## src/rtl/ps2_scancode_decoder.sv

```systemverilog
// PS/2 Set-2 scancode to ASCII decoder with prefix tracking, modifiers
// and a first-word-fall-through character FIFO.
module ps2_scancode_decoder #(
    parameter int FIFO_DEPTH = 16
) (
    input  logic       clk,
    input  logic       reset,
    input  logic [7:0] scan_data,
    input  logic       scan_data_valid,
    output logic [7:0] ascii_data,
    output logic       ascii_valid,
    input  logic       ascii_rd,
    output logic       fifo_full,
    output logic       overflow,
    output logic       caps_lock
);

    localparam int AW = $clog2(FIFO_DEPTH);
    localparam int CW = AW + 1;

    typedef enum logic [2:0] {
        S_IDLE,
        S_E0,
        S_F0,
        S_E0F0,
        S_SKIP
    } state_t;

    state_t      state_q, state_d;
    logic [2:0]  skip_q, skip_d;
    logic        valid_q, take_q;
    logic [7:0]  byte_q;
    logic        lshift, rshift, lctrl, rctrl;
    logic        key_ev, key_ext, key_make;
    logic        lt_hit, dg_hit, ch_hit;
    logic [4:0]  lt_idx;
    logic [3:0]  dg_idx;
    logic [7:0]  ch;
    logic        shift, ctrl;
    logic [7:0]  char_q;
    logic        char_v;

    logic [7:0]    mem [FIFO_DEPTH];
    logic [AW-1:0] wr_ptr, rd_ptr;
    logic [CW-1:0] count_q;
    logic          push, pop;

    assign shift = lshift | rshift;
    assign ctrl  = lctrl | rctrl;

    // Byte capture on rising edge of the receiver strobe
    always_ff @(posedge clk) begin
        if (reset) begin
            valid_q <= 1'b0;
            take_q  <= 1'b0;
            byte_q  <= 8'h00;
        end else begin
            valid_q <= scan_data_valid;
            take_q  <= scan_data_valid & ~valid_q;
            byte_q  <= scan_data;
        end
    end

    always_comb begin
        state_d  = state_q;
        skip_d   = skip_q;
        key_ev   = 1'b0;
        key_ext  = 1'b0;
        key_make = 1'b0;
        if (take_q) begin
            case (state_q)
                S_IDLE: begin
                    case (byte_q)
                        8'hE0: state_d = S_E0;
                        8'hF0: state_d = S_F0;
                        8'hE1: begin
                            state_d = S_SKIP;
                            skip_d  = 3'd7;
                        end
                        8'hAA, 8'hFA, 8'hFE,
                        8'hEE, 8'h00, 8'hFF: state_d = S_IDLE;
                        default: begin
                            key_ev   = 1'b1;
                            key_make = 1'b1;
                        end
                    endcase
                end
                S_E0: begin
                    state_d = S_IDLE;
                    if (byte_q == 8'hF0) begin
                        state_d = S_E0F0;
                    end else if (byte_q != 8'h12) begin
                        key_ev   = 1'b1;
                        key_ext  = 1'b1;
                        key_make = 1'b1;
                    end
                end
                S_F0: begin
                    state_d = S_IDLE;
                    key_ev  = 1'b1;
                end
                S_E0F0: begin
                    state_d = S_IDLE;
                    key_ev  = 1'b1;
                    key_ext = 1'b1;
                end
                S_SKIP: begin
                    skip_d = skip_q - 3'd1;
                    if (skip_q == 3'd1) state_d = S_IDLE;
                end
                default: state_d = S_IDLE;
            endcase
        end
    end

    always_comb begin
        lt_hit = 1'b1;
        lt_idx = 5'd0;
        case (byte_q)
            8'h1C: lt_idx = 5'd0;
            8'h32: lt_idx = 5'd1;
            8'h21: lt_idx = 5'd2;
            8'h23: lt_idx = 5'd3;
            8'h24: lt_idx = 5'd4;
            8'h2B: lt_idx = 5'd5;
            8'h34: lt_idx = 5'd6;
            8'h33: lt_idx = 5'd7;
            8'h43: lt_idx = 5'd8;
            8'h3B: lt_idx = 5'd9;
            8'h42: lt_idx = 5'd10;
            8'h4B: lt_idx = 5'd11;
            8'h3A: lt_idx = 5'd12;
            8'h31: lt_idx = 5'd13;
            8'h44: lt_idx = 5'd14;
            8'h4D: lt_idx = 5'd15;
            8'h15: lt_idx = 5'd16;
            8'h2D: lt_idx = 5'd17;
            8'h1B: lt_idx = 5'd18;
            8'h2C: lt_idx = 5'd19;
            8'h3C: lt_idx = 5'd20;
            8'h2A: lt_idx = 5'd21;
            8'h1D: lt_idx = 5'd22;
            8'h22: lt_idx = 5'd23;
            8'h35: lt_idx = 5'd24;
            8'h1A: lt_idx = 5'd25;
            default: lt_hit = 1'b0;
        endcase
    end

    always_comb begin
        dg_hit = 1'b1;
        dg_idx = 4'd0;
        case (byte_q)
            8'h45: dg_idx = 4'd0;
            8'h16: dg_idx = 4'd1;
            8'h1E: dg_idx = 4'd2;
            8'h26: dg_idx = 4'd3;
            8'h25: dg_idx = 4'd4;
            8'h2E: dg_idx = 4'd5;
            8'h36: dg_idx = 4'd6;
            8'h3D: dg_idx = 4'd7;
            8'h3E: dg_idx = 4'd8;
            8'h46: dg_idx = 4'd9;
            default: dg_hit = 1'b0;
        endcase
    end

    always_comb begin
        ch_hit = 1'b1;
        ch     = 8'h00;
        if (key_ext) begin
            case (byte_q)
                8'h5A: ch = 8'h0D;
                8'h71: ch = 8'h7F;
                8'h75: ch = 8'h80;
                8'h72: ch = 8'h81;
                8'h6B: ch = 8'h82;
                8'h74: ch = 8'h83;
                default: ch_hit = 1'b0;
            endcase
        end else if (lt_hit) begin
            if (ctrl)
                ch = 8'h01 + {3'b000, lt_idx};
            else if (shift ^ caps_lock)
                ch = 8'h41 + {3'b000, lt_idx};
            else
                ch = 8'h61 + {3'b000, lt_idx};
        end else if (dg_hit) begin
            if (!shift) begin
                ch = 8'h30 + {4'h0, dg_idx};
            end else begin
                case (dg_idx)
                    4'd0: ch = 8'h29;
                    4'd1: ch = 8'h21;
                    4'd2: ch = 8'h40;
                    4'd3: ch = 8'h23;
                    4'd4: ch = 8'h24;
                    4'd5: ch = 8'h25;
                    4'd6: ch = 8'h5E;
                    4'd7: ch = 8'h26;
                    4'd8: ch = 8'h2A;
                    default: ch = 8'h28;
                endcase
            end
        end else begin
            case (byte_q)
                8'h0E: ch = shift ? 8'h7E : 8'h60;
                8'h4E: ch = shift ? 8'h5F : 8'h2D;
                8'h55: ch = shift ? 8'h2B : 8'h3D;
                8'h54: ch = shift ? 8'h7B : 8'h5B;
                8'h5B: ch = shift ? 8'h7D : 8'h5D;
                8'h5D: ch = shift ? 8'h7C : 8'h5C;
                8'h4C: ch = shift ? 8'h3A : 8'h3B;
                8'h52: ch = shift ? 8'h22 : 8'h27;
                8'h41: ch = shift ? 8'h3C : 8'h2C;
                8'h49: ch = shift ? 8'h3E : 8'h2E;
                8'h4A: ch = shift ? 8'h3F : 8'h2F;
                8'h29: ch = 8'h20;
                8'h5A: ch = 8'h0D;
                8'h66: ch = 8'h08;
                8'h0D: ch = 8'h09;
                8'h76: ch = 8'h1B;
                default: ch_hit = 1'b0;
            endcase
        end
    end

    always_ff @(posedge clk) begin
        if (reset) begin
            state_q   <= S_IDLE;
            skip_q    <= 3'd0;
            lshift    <= 1'b0;
            rshift    <= 1'b0;
            lctrl     <= 1'b0;
            rctrl     <= 1'b0;
            caps_lock <= 1'b0;
            char_q    <= 8'h00;
            char_v    <= 1'b0;
        end else begin
            state_q <= state_d;
            skip_q  <= skip_d;
            char_q  <= ch;
            char_v  <= key_ev & key_make & ch_hit;
            if (key_ev && !key_ext) begin
                if (byte_q == 8'h12) lshift <= key_make;
                if (byte_q == 8'h59) rshift <= key_make;
                if (byte_q == 8'h14) lctrl <= key_make;
                if (byte_q == 8'h58 && key_make) caps_lock <= ~caps_lock;
            end
            if (key_ev && key_ext && byte_q == 8'h14) rctrl <= key_make;
        end
    end

    // A pop in the same cycle frees the slot for a write into a full FIFO
    assign ascii_valid = (count_q != '0);
    assign fifo_full   = (count_q == CW'(FIFO_DEPTH));
    assign pop         = ascii_rd & ascii_valid;
    assign push        = char_v & (~fifo_full | pop);
    assign ascii_data  = ascii_valid ? mem[rd_ptr] : 8'h00;

    always_ff @(posedge clk) begin
        if (push) mem[wr_ptr] <= char_q;
    end

    always_ff @(posedge clk) begin
        if (reset) begin
            wr_ptr   <= '0;
            rd_ptr   <= '0;
            count_q  <= '0;
            overflow <= 1'b0;
        end else begin
            if (push) wr_ptr <= wr_ptr + 1'b1;
            if (pop) rd_ptr <= rd_ptr + 1'b1;
            case ({push, pop})
                2'b10: count_q <= count_q + 1'b1;
                2'b01: count_q <= count_q - 1'b1;
                default: count_q <= count_q;
            endcase
            if (char_v && !push) overflow <= 1'b1;
        end
    end

endmodule

```

## config.mk

```make
export PLATFORM = sky130hd
export DESIGN_NAME = ps2_scancode_decoder
export DESIGN_NICKNAME = d
export VERILOG_FILES = /design/src/rtl/ps2_scancode_decoder.sv
export SDC_FILE = /design/constraint.sdc
export NUM_CORES = 1
export LEC_CHECK = 0
export BUFFER_PORTS_ARGS = -buffer_cell sky130_fd_sc_hd__buf_2
export CAP_MARGIN = 20
export CORE_ASPECT_RATIO = 1.4
export CORE_UTILIZATION = 50
export CTS_BUF_LIST = sky130_fd_sc_hd__clkbuf_16
export DETAILED_ROUTE_END_ITERATION = 10
export PLACE_DENSITY = 0.69
export SLEW_MARGIN = 20
export SYNTH_ARGS = -nofsm -noshare
export SYNTH_HDL_FRONTEND = slang
export SYNTH_SLANG_ARGS = --single-unit
```

## constraint.sdc

```tcl
create_clock -name clk -period 2.5 [get_ports clk]
set_clock_uncertainty 0.15 [all_clocks]
set_input_delay 0.125 -clock clk [delete_from_list [all_inputs] [get_ports clk]]
set_output_delay 0.125 -clock clk [all_outputs]
set_load 0.02 [all_outputs]
```

# Yosys cells after proc, flatten, opt, wreduce, memory -nomap -nowiden
# Memory sizes are Yosys's and may differ from the RTL's. A register that Yosys moved wholly into a read port is not among the register bits.
# Index checks and enable logic that the tools add are counted.
[totals]
regBits = 44
ramBits = 128
mem_bits_ro = 112
input_bits = 12
output_inout_bits = 12
mem_count = 2
[classes]
n_addsub = 9
eq_ne = 81
muxes = 49
bitwise_logic = 12
n_reduce_logical = 25
[memory_table]
columns = ["memory", "depth", "width", "rd", "rd_ports_with_merged_regs", "write_ports", "line", "text"]
rows = [
  ["mem", 16, 8, 1, 1, 1, "43", "logic [7:0] mem [FIFO_DEPTH];"],
  ["(name not given)", 16, 7, 1, 0, 0, "192", "case (dg_idx)"],
]
[op_table]
columns = ["op", "count"]
rows = [
  ["$eq A8 B7 Y1 const B", 27],
  ["$eq A8 B6 Y1 const B", 23],
  ["$pmux W5 S25", 1],
  ["$pmux W7 S16", 1],
  ["$eq A8 B5 Y1 const B", 9],
  ["$eq A8 B8 Y1 const B", 8],
  ["$mux W8", 7],
  ["$pmux W8 S6", 1],
  ["$pmux W4 S9", 1],
  ["$reduce_or A26 Y1", 1],
  ["$mux W5", 5],
  ["$mux W6", 3],
  ["$add A7 B5 Y8 const A", 2],
  ["$eq A8 B4 Y1 const B", 2],
  ["$mux W1", 16],
  ["$reduce_or A16 Y1", 1],
  ["$pmux W3 S4", 1],
  ["$reduce_or A6 Y1", 2],
  ["$pmux W5 S2", 1],
  ["$reduce_or A10 Y1", 1],
  ["$mux W3", 3],
  ["$pmux W3 S3", 1],
  ["$reduce_or A9 Y1", 1],
  ["$add A4 B1 Y4 const B", 2],
  ["34 further kinds", 56],
]

# Longest topological paths before layout
# Gate-level depths: netlist (run 1).
[depth]
depth_word = 8
mapped_depth = 13
mapped_depth_nobuf = 13

# Worst setup path before layout (run 1)
# OpenSTA, ideal clock, no wires.
[synth_path]
kind = "register to register"
from = "register count_q[0]"
to = "register count_q[4]"
setup_ps = 75
arrival_time_ps = 2355
t_required_ps = 2275
path_slack_ps = -79
stages_incl_launch_ff = 14
synth_period_minus_slack_ps = 2579
cell_sequence = "dfxtp_1 > nor4_1 > nand2b_1 > nand2_1 > or2_2 > inv_1 > ha_1 > nor2b_1 > o21ai_0 > nand2b_1 > nor2_1 > nand2_1 > o32a_1 > a31oi_1"
[synth_via]
elab_chain_cells = 6
elab_cells_between_ends = 12
classes_between = "add/sub (2); eq/ne (3); mux (1); bitwise (4); reduce/logical (2)"
[synth_rtl]
columns = ["element", "line", "text"]
rows = [
  ["start, declared", "45", "logic [CW-1:0] count_q;"],
  ["start signal, assigned", "275", "2'b10: count_q <= count_q + 1'b1;"],
  ["start signal, assigned", "276", "2'b01: count_q <= count_q - 1'b1;"],
  ["start signal, assigned", "277", "default: count_q <= count_q;"],
  ["$reduce_bool A5 Y1 or $eq A5 B5 Y1 (tied branches)", "255, 256", ""],
  ["$and A1 B1 Y1 or $not A1 Y1 (tied branches)", "257, 258", ""],
  ["$or A1 B1 Y1", "258", "assign push = char_v & (~fifo_full | pop);"],
  ["$and A1 B1 Y1", "258", ""],
  ["$eq A2 B1 Y1 or $eq A2 B2 Y1 (tied branches)", "274", "case ({push, pop})"],
  ["$pmux W5 S2 or $reduce_bool A2 Y1 (tied branches)", "-", ""],
]
# Several ways; a longest one is shown, not always the timed one.
# A chain may end at the register's enable or synchronous reset.

==> results by group, run 1 <==
Worst setup path
  – Critical Path AT: ~2.4 ns
  – Reg2reg path depth: 8
  – R2r setup slk: -0.01 ns
  – Worst R2R Start: byte_q[7]
  – Max FO, Critical Path: 8
  – Reg2Reg Capture Point: char_q[3]
  – Setup crit end kind: output pin
  – Data required time of the worst path: approximately 2.2 ns
  – Kind of critical path: reg2out
  – Critical Path Source Type: flop

Drt
  – Vias: 6,282
  – Post-route DRC: 0
  – Final WL: 23,200 µm
  – 1st-iter DRT viols: slightly above 400
  – Via density: ~6.0
  – Initial DRT Pass Iterations: 7
  – Wirelength per Cell: 22.1 µm
  – Antenna Nets Post-Route: 0

Placed design
  – Final HPWL DP: 16,600 µm
  – Placed cell count: 982
  – Final GP Congestion: 0.976
  – I/O Buffers: 23
  – Dpl ws: -0.140 ns

Synth
  – Post-synthesis area per instance: around 13 µm²
  – Syn_nets: 703
  – Register bit count reported by yosys: 176
  – Synth cell types: approximately 80
  – Top_reg_cell synth: edfxtp_1
  – Yosys warning count: 0
  – Post-synth EDFFs: about 130
  – Syn Inst Count: between 600 and 700
  – Synth async-reset ratio: 0%
  – Post-synthesis sequential area ratio: 56.2%
  – Post-Syn Area: approximately 0.0085 mm²

GRT
  – Initial antenna violation count: 0
  – Grt ovf: 0
  – Vias in the first global route: 6,493
  – First-pass GRT wire length: 35,300 µm
  – Largest net degree at the start of global routing: 40
  – Total GRT Usage: 27.2%

Hold path
  – Hold endpoint: take_q
  – Hold Crit Class: reg2reg
  – Hold Crit Depth: 1
  – Worst Hold Launch: valid_q

CTS
  – Htree depth: 4
  – Cts bufs inserted: 17
  – Clock Latency Late Sink: 0.42 ns
  – CTS tree: done
  – Root Driver: clkbuf_16
  – Clk pin slew, worst setup/hold paths: 0.07 ns
  – Clock sink count: 176
  – Clock buffer depth: 2

Floorplan
  – Die area: 0.0176 mm²
  – Die Wd: 113 µm
  – Core area: 0.0167 mm²
  – Num ports: 24
  – DIE HEIGHT: 157 µm
  – Initial Utilization: 51.0%
  – FP Rows: 56

Power
  – Leak: 3.94 nW
  – Power density over the cells: 760 mW/mm²
  – Highest ir drop seen on vdd: roughly 410 µV

Layout
  – Fill count: between 1,000 and 1,500
  – Area Growth Syn to Fin: 28.9%
  – Finished Layout Cells: 1,047
  – Layout cell share with drive strength beyond 1: 37.6%
  – Final #Nets: between 800 and 900
  – Ant. Diodes: 0

Timing
  – Final worst slack: -0.138 ns
  – Worst-margin pin slew: ~1.0 ns
  – Final Cycle Share: 106%
  – Final setup violation count: 9
  – Fmax: between 300 and 400 MHz
  – Final Hold Viols: 0
  – Post-layout minimum cycle time: ~2.6 ns
  – Unrepaired setup endpoints after global routing: yes
  – Slew headroom: 32.6%
  – Slew Limit Fails: 0

Job
  – Max cap viols: 0

Status
  – Outcome: finished with violations
  – Failing checks: setup timing
==> critical path: stages (launching register included) <==
cell     delay (ns)
dfxtp_4        0.41
buf_12         0.13
buf_16         0.13
mux4_2         0.52
mux4_2         0.47
and2_4         0.15
buf_6          0.12
==> what timing repair did <==
item | in CTS | in global routing
buffers inserted | 9 | 11
hold endpoints to repair | 18 | 0
pin swaps | 15 | 32
endpoints found under the setup margin | 21 | 35
gates cloned | 3 | 0
hold buffers | 11 | 0
gates resized for setup | 52 | 53
==> logic make-up (layout without fill, tap and decap cells) <==
family / count (synthesis) / in the layout / synth area share, %
mux: 49 / 49 / 11.7
simple gates: 252 / 252 / 16.1
xor+xnor: 14 / 14 / 1.43
fa+ha+maj: 12 / 12 / 1.84
buf+inv: 61 / 226 / 3.28
compound gates: 115 / 115 / 9.46
flops: 176 / 176 / 56.2
==> worst max path at each step <==
stage	slack, ns	startpoint	depth (start not counted)	end
finish	-0.14	flop	6	ascii_data[5]
global route	-0.20	flop	6	ascii_data[1]
CTS	-0.15	flop	6	ascii_data[7]
detailed placement	-0.14	byte_q[0]	10	char_q[4]
global placement	-0.09	byte_q[3]	9	char_q[3]
floorplan	0.01	count_q[0]	13	count_q[4]
==> synth_stat cells, types with 9 or more instances <==
library cell    n  area share (%)
a21oi_1        26             1.5
o21ai_0        16            0.94
nor3_1         21             1.2
mux4_2         40              11
nand2_1        45             2.0
a31oi_1        11            0.81
ha_1           11             1.6
inv_1          12            0.53
nand2b_1       17             1.2
edfxtp_1      128              45
o22ai_1         9            0.66
dfxtp_1        48              11
clkbuf_1       19            0.83
buf_2          23             1.3
nor2b_1        21             1.5
nand3_1        19             1.1
nor2_1         60             2.6
==> registers in the layout, indices dropped and copies added (netlist names), named ones only <==
signal and flops:
char_v 1, byte_q 8, mem 128, valid_q 1
state_q 3, rd_ptr 4, lctrl 1, overflow 1
skip_q 3, wr_ptr 4, char_q 8, rctrl 1
take_q 1, lshift 1, caps_lock 1, rshift 1
count_q 5
==> cell usage in the layout, fill, tap and decap left out, types with 4 or more instances in the layout <==
master / synthesis / layout
nand4_1: 6 / 6
nor4bb_1: 5 / 4
or2_2: 5 / 4
a21oi_1: 26 / 21
mux2i_1: 8 / 8
xor2_1: 6 / 6
nand2_1: 45 / 44
nor2b_1: 21 / 21
o21ai_1: 6 / 7
edfxtp_1: 128 / 128
nand3b_1: 5 / 5
dfxtp_1: 48 / 35
nor3_1: 21 / 19
nand3_1: 19 / 18
buf_2: 23 / 15
o22a_1: 4 / 4
o22ai_1: 9 / 7
clkbuf_16: 0 / 17
nor4_1: 7 / 4
dfxtp_4: 0 / 4
ha_1: 11 / 8
a31oi_1: 11 / 10
inv_1: 12 / 11
buf_4: 4 / 129
nand2b_1: 17 / 17
o21ai_0: 16 / 13
a21oi_2: 0 / 4
buf_12: 0 / 6
mux4_2: 40 / 40
dlygate4sd3_1: 0 / 11
and2_4: 0 / 8
buf_6: 1 / 18
dfxtp_2: 0 / 9
inv_6: 0 / 6
nor2_1: 60 / 59
xnor2_1: 8 / 7
==> power breakdown <==
| group | switching, mW | leakage, nW | internal, mW |
|---|---|---|---|
| clock | 1.19 | 0.281 | 1.41 |
| sequential | 0.114 | 1.59 | 3.19 |
| combinational | 1.07 | 2.07 | 1.40 |
==> cell type report <==
type | instances | area, µm² | share of cell area, %
tap | 203 | 254 | 2.31
sequential | 176 | 4830 | 43.9
clock buffer | 17 | 425 | 3.86
inverter | 13 | 48.8 | 0.443
timing repair buffer | 181 | 1530 | 13.9
multi-input combinational | 442 | 3770 | 34.3
clock inverter | 15 | 150 | 1.36
==> stage by stage <==
stage / total power, mW / area, µm² / hold WS (ns) / setup TNS (ns) / util (%)
4_1_cts: 8.31 / 10700 / 0.246 / -1.13 / 64.1
6_report: 8.37 / 11000 / 0.239 / -0.852 / 65.8
2_1_floorplan: 4.53 / 8550 / 0.103 / 0 / -
3_3_place_gp: 5.10 / 9680 / 0.195 / -0.315 / 57.8
3_5_place_dp: 5.15 / 9680 / 0.191 / -0.640 / 57.8
5_1_grt: 8.69 / 11000 / 0.259 / -1.72 / 65.8
==> metal layers <==
metal | up-vias | part of all wire (%) | GRT usage, %
li1 | 2908 | - | -
met3 | 70 | 3.0 | 3.83
met2 | 206 | 56 | 53.4
met5 | - | 0 | 0
met1 | 3098 | 35 | 27.2
met4 | 0 | 5.5 | 15.2
No activity file was read; power rests on OpenSTA's default activity.
==> run 2: changes to the inputs <==
Settings changed: ABC_AREA from default to 1, CTS_CLUSTER_SIZE from default to 24.
==> run 2 against run 1 <==
Effect of this change:
- sequential power about the same
- flip-flop and latch count did not move
- critical path type unchanged
- area after synthesis decreased by 3.7%
- largest power group unchanged
- critical endpoint is now ascii_data[3]
- the flow now finishes without violations
==> results by group, run 2 <==
Status
  – Outcome: completed

Floorplan
  – DIE HEIGHT: 154 µm
  – Die area: 0.0170 mm²
  – FP Rows: 55
  – Die Wd: 110 µm
  – Initial Utilization: 51.1%
  – Core area: 0.0161 mm²
  – Num ports: 24

Worst setup path
  – Critical Path Source Type: flop
  – Data required time of the worst path: 2.23 ns
  – Kind of critical path: reg2out
  – Setup crit end kind: output pin
  – Critical Path AT: about 2.1 ns
  – Max FO, Critical Path: 37

Layout
  – Layout cell share with drive strength beyond 1: 12.4%
  – Largest Register: mem
  – Commonest non-fill, non-tap cell in the layout: nor2_1
  – Number of flip-flops in the largest register: 128
  – Top Registers: mem (128), byte_q (8), char_q (8)
  – Most frequent cells in the layout: 171 x nor2_1, 149 x nand2_1, 128 x edfxtp_1
  – Ant. Diodes: 0
  – Final #Nets: 981
  – Fill count: 1,407
  – Area Growth Syn to Fin: 15.3%
  – Core Util, Final: 59.0%

Synth
  – Post-Syn Area: 0.00823 mm²
  – Top cells by area in the synthesized netlist: edfxtp_1 47%, dfxtp_1 12%, nor2_1 8.0%
  – Post-synthesis mux area share: 0.137%
  – Post-synthesis adder-cell area fraction: approximately 1.9%
  – Yosys warning count: 0
  – Area leader, netlist: edfxtp_1
  – Synth cell types: 43
  – Compound-Gate Fraction of Synth Area: 13.1%
  – Syn_nets: 925
  – Register bit count reported by yosys: 176
  – Synth async-reset ratio: 0%
  – Commonest cells in the netlist: 175 x nor2_1, 149 x nand2_1, 128 x edfxtp_1, 93 x o21ai_0, 72 x inv_1
  – Count leader, synth: nor2_1
  – Largest family of logic cells by synthesized area: simple AND/OR/NAND/NOR gates
  – Syn Inst Count: between 900 and 1,000
  – Post-synthesis area per instance: between 9 and 10 µm²
  – Post-synth top area share: 46.7%
  – Post-synth EDFFs: 128
  – Post-Synth XOR/XNOR Area: 0.532%
  – Synth Area in Simple Gates: between 20% and 30%
  – Top_reg_cell synth: edfxtp_1
  – Post-synthesis sequential area ratio: about three fifths

Drt
  – Via density: ~5.6
  – Wirelength per Cell: 17.4 µm
  – Post-route DRC: 0
  – Vias: 6,512
  – Antenna Nets Post-Route: 0
  – 1st-iter DRT viols: 385
  – Initial DRT Pass Iterations: 5
  – Final WL: 20,300 µm

Power
  – Highest ir drop seen on vdd: 589 µV
  – Power density over the cells: 845 mW/mm²
  – Leak: 3.76 nW
  – Total power draw: 8.03 mW

Placed design
  – Final GP Congestion: 0.907
  – Final HPWL DP: 14,300 µm
  – I/O Buffers: 23

GRT
  – Vias in the first global route: 6,640
  – Initial antenna violation count: 0
  – Grt ovf: 0
  – Largest net degree at the start of global routing: 38
  – Total GRT Usage: roughly a quarter
  – First-pass GRT wire length: around 33,000 µm

CTS
  – Htree depth: 4
  – Clk pin slew, worst setup/hold paths: 0.07 ns
  – Clock sink count: 176
  – Clock buffer depth: 2
  – CTS tree: done
  – Cts bufs inserted: 17
  – Root Driver: clkbuf_16
  – Clock Latency Late Sink: ~0.43 ns

Timing
  – Unrepaired setup endpoints after global routing: yes
  – Final setup violation count: 0
  – Final Cycle Share: between 90 and 100%
  – Slew Limit Fails: 0
  – Fmax: 421 MHz
  – Post-layout minimum cycle time: around 2.4 ns
  – Slew headroom: 48.7%
  – Worst-margin pin slew: around 0.77 ns
  – Worst hold slack: around 0.26 ns
  – Final Hold Viols: 0

Job
  – Max cap viols: 0

Hold path
  – Hold Crit Class: reg2reg
## run 2: changes by cell type after synthesis, moves of 27 or more
cell	previous run	this run
nand3_1	19	46
nor2_1	60	175
inv_1	12	72
nand2_1	45	149
mux4_2	40	0
o21ai_0	16	93
## run 2: logic make-up after synthesis
kind of cell | after synthesis
XOR/XNOR | 5
multiplexers | 1
adder cells (fa/ha/maj) | 12
AND/OR/NAND/NOR | 410
AO/OA/AOI/OAI | 186
buffers and inverters | 111
flip-flops | 176
## run 2: where the power goes
part	switching, mW	total, mW	internal (mW)
logic	1.36	2.10	0.746
registers	0.110	3.32	3.21
clock network	1.20	2.60	1.40
## run 2: critical path: stages, from the launching register on
cell,delay [ns]
dfxtp_2,0.39
buf_12,0.21
o21ai_0,0.12
o22ai_1,0.21
nor2_1,0.10
nor2_1,0.10
o21ai_0,0.16
a21oi_1,0.18
buf_2,0.18
## run 2: final timing paths
path	from	end	slack (ns)	cells after the start
max reg2reg	count_q[0]	mem[15][1]	0.16	8
min reg2reg	valid_q	take_q	0.26	1
min	valid_q	take_q	0.26	1
max	flop	ascii_data[3]	0.13	8
## run 2: routing by layer
metal	wire (µm)	part of all wire (%)	GRT usage, %
met1	7630	38	26.6
met4	832	4.1	13.9
met5	0	0	0
met2	11100	54	47.2
met3	814	4.0	4.10
## run 2: what timing repair did
item | in CTS | in global routing
hold endpoints to repair | 17 | 0
setup endpoints to repair | 5 | 51
buffers inserted | 0 | 0
hold buffers | 19 | 0
resized for setup | 3 | 15
## run 2: cell type report
type	count	area, µm²	area share, %
sequential	176	4810	50.6
multi-input combinational	614	3030	31.9
timing repair buffer	65	514	5.42
clock buffer	17	425	4.48
inverter	83	314	3.31
tap	199	249	2.62
clock inverter	15	156	1.65
## run 2: through the flow
| stage | TNS [ns] | cells | setup slack [ns] | cell area (µm²) |
|---|---|---|---|---|
| CTS | 0 | 1169 | 0.00931 | 9460 |
| detailed placement | 0 | 1118 | 0.0511 | 8680 |
| global route | -0.0140 | 1169 | -0.0140 | 9500 |
| floorplan | 0 | 901 | 0.0129 | 8240 |
| finish | 0 | 1169 | 0.126 | 9500 |
| global placement | 0 | 1118 | 0.104 | 8680 |
==> run 3: changes to the inputs <==
Settings changed: HOLD_SLACK_MARGIN from default to 0.08, SETUP_SLACK_MARGIN from default to 0.5.
==> run 3 against run 2 <==
Effect of this change:
- cell count is 5.5% higher
- non-clock buffer count is 60 higher
- fmax is 1.1% higher
- count of clock-buffer cells in the layout stayed put
- worst setup slack better by 0.026 ns
- routed wire length is 26% higher
- sequential share of layout area is 8.0 points lower
- sequential power is 2% higher
- power is 17% higher
- die area stayed put
- core utilization is 12 points higher
- register-to-register slack better by 0.09 ns
- critical path type unchanged
- largest cell class unchanged
- largest power group unchanged
==> results by group, run 3 (same netlist as run 2, synthesis figures left out) <==
Worst setup path
  – Setup crit end kind: output pin
  – Reg2Reg Capture Point: count_q[4]
  – R2r setup slk: 0.25 ns
  – Kind of critical path: reg2out
  – Worst R2R Start: count_q[1]
  – Max FO, Critical Path: 8
  – Data required time of the worst path: 2.23 ns
  – Critical Path Source Type: flop
  – Reg2reg path depth: 13
  – Critical Path AT: 2.07 ns

Timing
  – Worst-margin pin slew: 0.719 ns
  – Slew headroom: 52.0%
  – Slew Limit Fails: 0
  – Fmax: 426 MHz
  – Final setup violation count: 0
  – Unrepaired setup endpoints after global routing: yes
  – Worst hold slack: ~0.11 ns
  – Final Cycle Share: ~94%
  – TNS Setup: 0 ns
  – Post-layout minimum cycle time: 2.35 ns
  – Final Hold Viols: 0

CTS
  – Root Driver: clkbuf_16
  – CTS tree: done
  – Clock Latency Late Sink: 0.43 ns
  – Clk pin slew, worst setup/hold paths: 0.07 ns
  – Cts bufs inserted: 17
  – Clock buffer depth: 2
  – Clock sink count: between 150 and 200
  – Htree depth: 4

Drt
  – 1st-iter DRT viols: 500
  – Final WL: around 26,000 µm
  – Antenna Nets Post-Route: 0
  – Via density: 5.89
  – Wirelength per Cell: 20.8 µm
  – Post-route DRC: 0
  – Vias: 7,265
  – Initial DRT Pass Iterations: 5

Layout
  – Number of flip-flops in the largest register: around 130
  – Commonest non-fill, non-tap cell in the layout: nor2_1
  – Fill count: 1,133
  – Top Registers: mem (128), byte_q (8), char_q (8)
  – Ant. Diodes: 0
  – Multi-input logic area: 0.00405 mm²
  – Most frequent cells in the layout: 130 x nor2_1, 128 x edfxtp_1, 102 x nand2_1
  – Cell area after layout: around 0.011 mm²
  – Layout cell share with drive strength beyond 1: 35.7%
  – Largest Register: mem
  – FF/Latch Area: 0.00485 mm²
  – Area Growth Syn to Fin: 38.1%
  – Final #Nets: 1,045

Power
  – Leak: 4.47 nW
  – Clock power share: 27.5%
  – Highest ir drop seen on vdd: 658 µV
  – Power density over the cells: 823 mW/mm²
  – Gate power share: a little over a third
  – Switch share: 35.5%
  – Reg power frac: 36.3%
  – Total power draw: 9.36 mW
  – Psw: 3.33 mW
  – Int Pwr: ~6.0 mW

Floorplan
  – FP Rows: 55
  – Initial Utilization: 51.1%
  – Die area: around 0.017 mm²
  – Core area: 0.0161 mm²
  – DIE HEIGHT: 154 µm
  – Die Wd: 110 µm
  – Num ports: 24

Job
  – Max cap viols: 0

Placed design
  – Final HPWL DP: 14,700 µm
  – I/O Buffers: 23
  – Placed inst area: 0.00870 mm²
  – Final GP Congestion: between 0.9 and 1

GRT
  – First-pass GRT wire length: 36,300 µm
  – Total GRT Usage: 27.9%
  – Vias in the first global route: 7,082
  – Grt ovf: 0
  – Initial antenna violation count: 0
  – Largest net degree at the start of global routing: 24

Hold path
  – Worst Hold Launch: ascii_rd
  – Hold Crit Depth: 5
  – Hold Crit Class: in2reg

Status
  – Outcome: completed
-- run 3: changes by cell type in the layout (fill, tap and decap cells not counted), moves of 15 or more --
cell,delta
inv_1,-17
buf_4,+39
o21ai_0,-32
nand3_1,-15
a21oi_1,-17
nand2_2,+27
nand2_4,+19
o21ai_1,+16
a21oi_2,+15
nor2_4,+38
nand2_1,-47
nor2_1,-41
-- run 3: how the worst max path moves through the flow --
stage	to	slack, ns	cells past startpoint
3_3_place_gp	char_v	0.24	9
2_1_floorplan	count_q[4]	0.31	13
4_1_cts	ascii_data[5]	0.23	9
3_5_place_dp	count_q[4]	0.21	13
5_1_grt	ascii_data[1]	0.09	8
6_report	ascii_data[4]	0.15	7
-- run 3: area by class of cell --
cell class	instances	area share [%]
clock buffer	17	3.74
sequential	176	42.6
tap	199	2.19
inverter	83	3.17
multi-input combinational	616	35.7
timing repair inverter	2	0.143
clock inverter	15	1.33
timing repair buffer	125	11.1
-- run 3: critical path, stage by stage, from the launching register on --
cell,delay [ns]
dfxtp_4,0.47
buf_6,0.16
buf_16,0.13
o21ai_0,0.12
o221ai_1,0.25
nand3_1,0.17
a21oi_1,0.18
buf_4,0.16
-- run 3: what timing repair did --
| action | CTS | global route |
|---|---|---|
| hold buffers | 21 | 0 |
| setup buffers | 20 | 37 |
| endpoints found under the hold margin | 21 | 0 |
| resized for setup | 140 | 206 |
| pin swaps | 37 | 79 |
| endpoints found under the setup margin | 154 | 154 |
| cloned | 7 | 4 |
-- run 3: metal layers --
metal | vias to the layer above | part of all wire (%) | GRT usage, %
met4 | 0 | 6.1 | 17.0
met5 | - | 0 | 0
met2 | 321 | 54 | 53.2
met1 | 3472 | 35 | 28.2
li1 | 3363 | - | -
met3 | 109 | 5.4 | 4.38
-- run 3: through the flow --
stage               utilization (%)  cells  worst slack (ns)
floorplan                         -    901             0.310
global placement               54.0   1112             0.237
detailed placement             54.0   1112             0.206
CTS                            63.4   1192             0.230
global route                   70.6   1233            0.0945
finish                         70.6   1233             0.153
-- run 3: power by group through the flow --
stage,Clock (mW),Sequential [mW],Combinational [mW]
3_3_place_gp,0,3.39,2.12
3_5_place_dp,0,3.40,2.15
4_1_cts,2.57,3.38,2.85
2_1_floorplan,0,3.36,1.45
5_1_grt,2.70,3.41,3.61
6_report,2.58,3.40,3.39
